File: src/rtl/chan_feed_sched.sv
// rtl/chan_feed_sched.sv - multi-image feed/drain sequencer between channel source FIFOs and vip_top
module chan_feed_sched #(
  parameter int DWIDTH      = 32,
  parameter int NUM_CH      = 8,
  parameter int WIDTH       = 28,
  parameter int HEIGHT      = 28,
  parameter int NUM_IMG     = 1,
  parameter int OUT_PER_IMG = 1
) (
  input  logic                          clk,
  input  logic                          reset,
  input  logic                          start,
  input  logic [NUM_CH-1:0]             src_empty,
  input  logic [NUM_CH*DWIDTH-1:0]      src_data,
  output logic [NUM_CH-1:0]             src_rdreq,
  output logic [NUM_CH*DWIDTH-1:0]      fifo_in_data,
  output logic                          fifo_in_wrreq,
  input  logic                          fifo_in_full,
  input  logic [DWIDTH:0]               fifo_out_data,
  input  logic                          fifo_out_empty,
  output logic                          fifo_out_rdreq,
  output logic [DWIDTH:0]               sink_data,
  output logic                          sink_valid,
  input  logic                          sink_ready,
  output logic                          busy,
  output logic [$clog2(NUM_IMG+1)-1:0]  img_idx,
  output logic                          done
);

  localparam int PIX = WIDTH * HEIGHT;
  localparam int PW  = (PIX > 1) ? $clog2(PIX) : 1;
  localparam int OW  = (OUT_PER_IMG > 1) ? $clog2(OUT_PER_IMG) : 1;
  localparam int IW  = $clog2(NUM_IMG + 1);
  localparam logic [PW-1:0] PIX_LAST = PW'(PIX - 1);
  localparam logic [OW-1:0] OUT_LAST = OW'(OUT_PER_IMG - 1);
  localparam logic [IW-1:0] IMG_LAST = IW'(NUM_IMG - 1);

  typedef enum logic [1:0] {IDLE, FEED, DRAIN, DONE} state_t;

  state_t        state, state_nxt;
  logic [PW-1:0] pix_cnt;
  logic [OW-1:0] out_cnt;
  logic          fire, pop, last_beat, last_pop;

  always_comb begin
    state_nxt = state;
    fire      = 1'b0;
    pop       = 1'b0;
    last_beat = 1'b0;
    last_pop  = 1'b0;
    case (state)
      IDLE: if (start) state_nxt = FEED;
      FEED: begin
        // all channels move together: a single empty channel holds the whole beat
        fire      = (src_empty == '0) && !fifo_in_full;
        last_beat = fire && (pix_cnt == PIX_LAST);
        if (last_beat) state_nxt = DRAIN;
      end
      DRAIN: begin
        pop      = !fifo_out_empty && sink_ready;
        last_pop = pop && (out_cnt == OUT_LAST);
        if (last_pop) state_nxt = (img_idx == IMG_LAST) ? DONE : FEED;
      end
      DONE:    state_nxt = IDLE;
      default: state_nxt = IDLE;
    endcase
  end

  assign src_rdreq      = {NUM_CH{fire}};
  assign fifo_in_wrreq  = fire;
  assign fifo_in_data   = fire ? src_data : '0;
  assign fifo_out_rdreq = pop;
  assign busy           = (state != IDLE);
  assign done           = (state == DONE);

  always_ff @(posedge clk) begin
    if (reset) begin
      state      <= IDLE;
      pix_cnt    <= '0;
      out_cnt    <= '0;
      img_idx    <= '0;
      sink_valid <= 1'b0;
      sink_data  <= '0;
    end else begin
      state      <= state_nxt;
      sink_valid <= pop;
      if (pop) sink_data <= fifo_out_data;
      if (fire) pix_cnt <= last_beat ? '0 : pix_cnt + 1'b1;
      if (pop) out_cnt <= last_pop ? '0 : out_cnt + 1'b1;
      if (last_pop && (img_idx != IMG_LAST)) img_idx <= img_idx + 1'b1;
      if (state == DONE) img_idx <= '0;
    end
  end

endmodule

File: config.mk
export PLATFORM = sky130hd
export DESIGN_NAME = chan_feed_sched
export DESIGN_NICKNAME = d
export VERILOG_FILES = /design/src/rtl/chan_feed_sched.sv
export SDC_FILE = /design/constraint.sdc
export NUM_CORES = 1
export LEC_CHECK = 0
export ABC_AREA = 1
export CAP_MARGIN = 20
export CORE_AREA = 2 2 236 238
export CTS_BUF_LIST = sky130_fd_sc_hd__clkbuf_8 sky130_fd_sc_hd__clkbuf_16
export CTS_CLUSTER_SIZE = 25
export DETAILED_ROUTE_END_ITERATION = 7
export DIE_AREA = 0 0 238 240
export RECOVER_POWER = 50
export SLEW_MARGIN = 30
export SYNTH_ARGS = -nofsm -noshare
export SYNTH_HDL_FRONTEND = slang
export SYNTH_SLANG_ARGS = --single-unit
File: constraint.sdc
create_clock -name clk -period 1.25 [get_ports clk]
set_input_delay 0.25 -clock clk [delete_from_list [all_inputs] [get_ports clk]]
set_output_delay 0.25 -clock clk [all_outputs]
set_load 0.05 [all_outputs]
== Word-level counts from Yosys, hierarchy flattened ==
Index checks and enable logic that the tools add are counted.
Word-level totals
  memories: 0
  register bits: 48
  memory bits (writable): 0
  output and inout bits: 303
  logic and storage cells: 41
  bits of input ports: 303
  memory bits (read-only): 0
  latch bits: 0
Cells by class
  divide/modulo/power cells: 0
  equality and inequality tests: 7
  reductions and logical operators: 12
  shift-type cells: 0
  bitwise logic cells: 1
  multiplexer cells: 12
  multiply operators: 0
  order comparisons: 0
  add/subtract/negate cells: 3
Operators with widths (count)
  $mux W256: 1
  $add A10 B1 Y10 const B: 1
  $eq A10 B10 Y1 const B: 1
  $mux W10: 1
  $logic_not A8 Y1: 1
  $mux W2: 4
  $pmux W2 S4: 1
  $ne A2 B2 Y1 const B: 3
  $logic_and A1 B1 Y1: 5
  $mux W1: 5
  $eq A2 B2 Y1 const B: 2
  $reduce_and A3 Y1: 1
  $add A1 B1 Y1 const B: 2
  $eq A2 B1 Y1 const B: 1
  $logic_not A1 Y1: 2
  $logic_not A2 Y1: 1
  $reduce_bool A2 Y1: 1
  $reduce_or A2 Y1: 1
  $not A1 Y1: 1

== Depth between registers and ports, before layout ==
Gate-level depths: netlist of run 1.
  depth after elaboration: 5
  mapped depth: 9
  gate-level depth less buffers: 9

== Worst setup path after synthesis of run 1 ==
Ideal clock, no wire load.
  path kind: input port to output port
  from: in src_empty[3]
  to: out fifo_in_data[10]
  required time: 1.000 ns
  stages on the path: 7
  arrival: 1.685 ns
  path slack: -0.685 ns
  path through: nor2_1 > nand3_2 > nor2_2 > nand2_2 > buf_6 > clkbuf_1 > nor2_1
Between the ends
  cells in the longest elaborated chain, start to end: 4
RTL lines
  from (decl): line 13  | input logic [NUM_CH-1:0] src_empty,
  $logic_not A8 Y1: line 55  | fire = (src_empty == '0) && !fifo_in_full;
  $logic_and A1 B1 Y1: line 55
  $mux W1: line 51  | case (state)
  $mux W256: line 71  | assign fifo_in_data = fire ? src_data : '0;
  to (decl): line 16  | output logic [NUM_CH*DWIDTH-1:0] fifo_in_data,
No other way between the ends.

== Worst setup path after layout of run 1 ==
  from: in src_empty[7]
  to: out fifo_in_data[148]
The elaborated chain is that of the path after synthesis.

==> flow_metrics.env, run 1 <==
export IMPL_slew_limit_headroom_pct=70.6
export IMPL_required_ns=1.00
export IMPL_chipWidth_um=238
export IMPL_hold_viol=0
export IMPL_yosysSeqAreaShare_pct=23.4
export IMPL_io_pin_count=606
export IMPL_drtPass1Iterations=4
export IMPL_finalCritPeriodShare_pct=165
export IMPL_async_reset_ff_share_pct=0
export IMPL_final_common_cell="buf_12"
export IMPL_grtUsageMet1_pct=16.2
export IMPL_grt_max_degree=29
export IMPL_nFillCells=5501
export IMPL_place_congestion=0.802
export IMPL_arrival_ns=1.81
export IMPL_dp_hpwl_um=31800
export IMPL_path_class="in -> out"
export IMPL_start_kind="input pin"
export IMPL_synthDistinctLibCells=28
export IMPL_drc_errors=0
export IMPL_combPwrFrac_pct=46.2
export IMPL_io_buffer_count=605
export IMPL_power_switching_mw=1.97
export IMPL_worst_skew_pair_late_latency_ns=0.31
export IMPL_grt_use_met3_pct=3.96
export IMPL_p_int_mw=3.80
export IMPL_grt_busiest_layer="met2"
export IMPL_antenna_left=0
export IMPL_gr_total_overflow=0
export IMPL_dieArea_sq_mm=0.0571
export IMPL_clkPwrFrac_pct=24.8
export IMPL_use_met2_pct=20.7
export IMPL_worstPathCellList="dlygate4sd2_1 -> nor2_1 -> nand2_2 -> nor2_4 -> nand2_8 -> buf_12 -> buf_12 -> buf_16 -> nor2_4 -> buf_12"
export IMPL_violations="setup timing"
export IMPL_maxSlewViolCount=0
export IMPL_synthFlopType="dfxtp_1"
export IMPL_cts_buffers=5
export IMPL_yosys_top_cells_area="nor2_1 (31%), inv_1 (25%), dfxtp_1 (23%), o21ai_0 (4.3%), buf_2 (2.9%)"
export IMPL_synthCells=820
export IMPL_p_leak_nw=7.28
export IMPL_register_area_sq_um=965
export IMPL_fin_util_pct=32.0
export IMPL_grt_setup_unrepaired="yes"
export IMPL_yosys_area_top_type="nor2_1"
export IMPL_period_needed_ns=2.06
export IMPL_path_common_cell="buf_12"
export IMPL_hold_worst_slack_ns=0.474
export IMPL_drt_wl_total_um=38900
export IMPL_fin_skew_ns=0.0117
export IMPL_finalWorstSetupSlack_ns=-0.807
export IMPL_drv_cap=0
export IMPL_rows=86
export IMPL_synth_top_area_share_pct=30.8
export IMPL_vias=7426
export IMPL_synth_edff_count=0
export IMPL_drt_initial_drc_count=159
export IMPL_clkSinkCount=48
export IMPL_peakVddDrop_mv=1.07
export IMPL_ys_seq_elements=48
export IMPL_cts_root_buf="clkbuf_16"
export IMPL_area_growth_pct=325
export IMPL_p_total_mw=5.78
export IMPL_clock_fmax_mhz=486
export IMPL_htree_num_levels=2
export IMPL_cp_end_kind="output pin"
export IMPL_postSynthAreaPerCell_sq_um=5.01
export IMPL_cts_clk_slew_worst_paths_ns=0.06
export IMPL_antenna_found_initial=7
export IMPL_swShare_pct=34.2
export IMPL_grt_pass1_wl_um=52600
export IMPL_fin_nets=1805
export IMPL_cpMaxStageDelayCell="dlygate4sd2_1"
export IMPL_critical_path_buf_inv_count=5
export IMPL_vias_per_cell=3.36
export IMPL_syn_cell_area_sq_mm=0.00411
export IMPL_routedWlPerCell_um=17.6
export IMPL_setup_viol=308
export IMPL_drive_gt1_share_pct=48.7
export IMPL_hold_path_class="reg -> reg"
export IMPL_mostFrequentLayoutCells="buf_12 (314), clkdlybuf4s50_1 (293), inv_1 (276), nor2_4 (256), nor2_1 (75)"
export IMPL_path_delay_family="buffers and inverters"
export IMPL_core_sq_mm=0.0547
export IMPL_powerDensity_mw_per_mm2=331
export IMPL_synth_fp_nets=1124
export IMPL_die_y_um=240
export IMPL_multi_input_area_sq_mm=0.00388
export IMPL_cp_slowest_stage_delay_ns=0.23
export IMPL_cts_tree="done"
export IMPL_initial_core_util_pct=7.52
export IMPL_clockBufferDepth=2
export IMPL_path_max_fanout=8
export IMPL_yosys_warnings=0
export IMPL_grt_usage_pct=12.6
export IMPL_outcome="finished, violations left"
export IMPL_seq_power_share_pct=29.0
export IMPL_worst_pin_slew_ns=0.440
export IMPL_grt_pass1_vias=7849
[sequential cells by signal, indices dropped and copies added (netlist names)]
signal      cells
sink_data      33
pix_cnt        10
state           2
img_idx         1
out_cnt         1
sink_valid      1
[logic make-up after synthesis]
family,share of synthesized area (%)
flops,23.4
compound gates,6.39
fa+ha+maj,0.304
simple gates,37.3
xor+xnor,0.213
buf+inv,32.4
[cell usage after synthesis (3+ instances only)]
master,instances
a21oi_1,12
buf_2,24
buf_4,8
buf_6,5
clkbuf_1,12
dfxtp_1,48
inv_1,277
inv_2,3
nand2_1,29
nand3_1,7
nand4_1,6
nor2_1,337
nor2_2,3
o21ai_0,35
[power groups by stage]
stage / clock (mW) / sequential, mW / combinational (mW)
floorplan: 0 / 1.91 / 0.622
global placement: 0 / 1.72 / 2.46
detailed placement: 0 / 1.72 / 2.48
CTS: 1.47 / 1.69 / 2.65
global route: 1.52 / 1.68 / 2.85
finish: 1.43 / 1.68 / 2.67
[cell type report]
cell class | count | area share, %
Timing Repair Buffer | 722 | 60.2
Multi-Input combinational cell | 444 | 22.2
Inverter | 280 | 6.06
Sequential cell | 48 | 5.52
Tap cell | 704 | 5.04
Clock buffer | 6 | 0.795
Clock inverter | 2 | 0.0860
Antenna cell | 1 | 0.0143
[timing repair]
| action | in CTS | in global routing |
|---|---|---|
| endpoints found under the setup margin | 315 | 316 |
| gates resized for setup | 288 | 96 |
| pin swaps | 24 | 45 |
| hold buffers | 0 | 0 |
| buffers inserted | 13 | 27 |
| cloned | 16 | 10 |
[stage by stage]
stage	TNS, ns	worst slack [ns]	instance area, sq um	cells
after global routing	-218.08	-0.902	17500	2207
final	-187.57	-0.807	17500	2207
after global placement	-272.11	-1.13	15600	2154
after CTS	-215.05	-0.853	17300	2183
after detailed placement	-274.93	-1.14	15600	2154
after floorplan	-119.11	-0.636	5430	820
[worst paths after layout]
| path | startpoint | to | slack, ns | cells after the start |
|---|---|---|---|---|
| worst max-delay path | src_empty[7] | fifo_in_data[148] | -0.81 | 10 |
| worst min-delay path | sink_data[4] | sink_data[4] | 0.47 | 2 |
| worst max register to register | state[0] | pix_cnt[9] | -0.40 | 11 |
| worst min register to register | sink_data[4] | sink_data[4] | 0.47 | 2 |
[worst reg2reg max path, stage by stage, from the launching register on]
cell	delay, ns
dfxtp_2	0.33
inv_2	0.05
nor2_4	0.19
buf_4	0.15
buf_6	0.09
inv_2	0.05
nor3_4	0.12
buf_4	0.15
buf_4	0.12
clkbuf_16	0.13
nand4_1	0.09
a21oi_2	0.13
[metal layers]
layer,part of all wire [%],wire length [um]
met1,42,16300
met2,48,18700
met3,8.7,3380
met4,1.3,518
met5,0.11,44
Note: power is estimated with default switching activity, not from simulation.
==> run 2: changes to the inputs <==
--- a/config.mk
+++ b/config.mk
@@ -9,7 +9,7 @@
 export CAP_MARGIN = 20
 export CORE_AREA = 2 2 236 238
 export CTS_BUF_LIST = sky130_fd_sc_hd__clkbuf_8 sky130_fd_sc_hd__clkbuf_16
-export CTS_CLUSTER_SIZE = 25
+export CTS_CLUSTER_SIZE = 20
 export DETAILED_ROUTE_END_ITERATION = 7
 export DIE_AREA = 0 0 238 240
 export RECOVER_POWER = 50
==> results of run 2 <==
Final layout, timing and power as in run 1 (identical DEF).
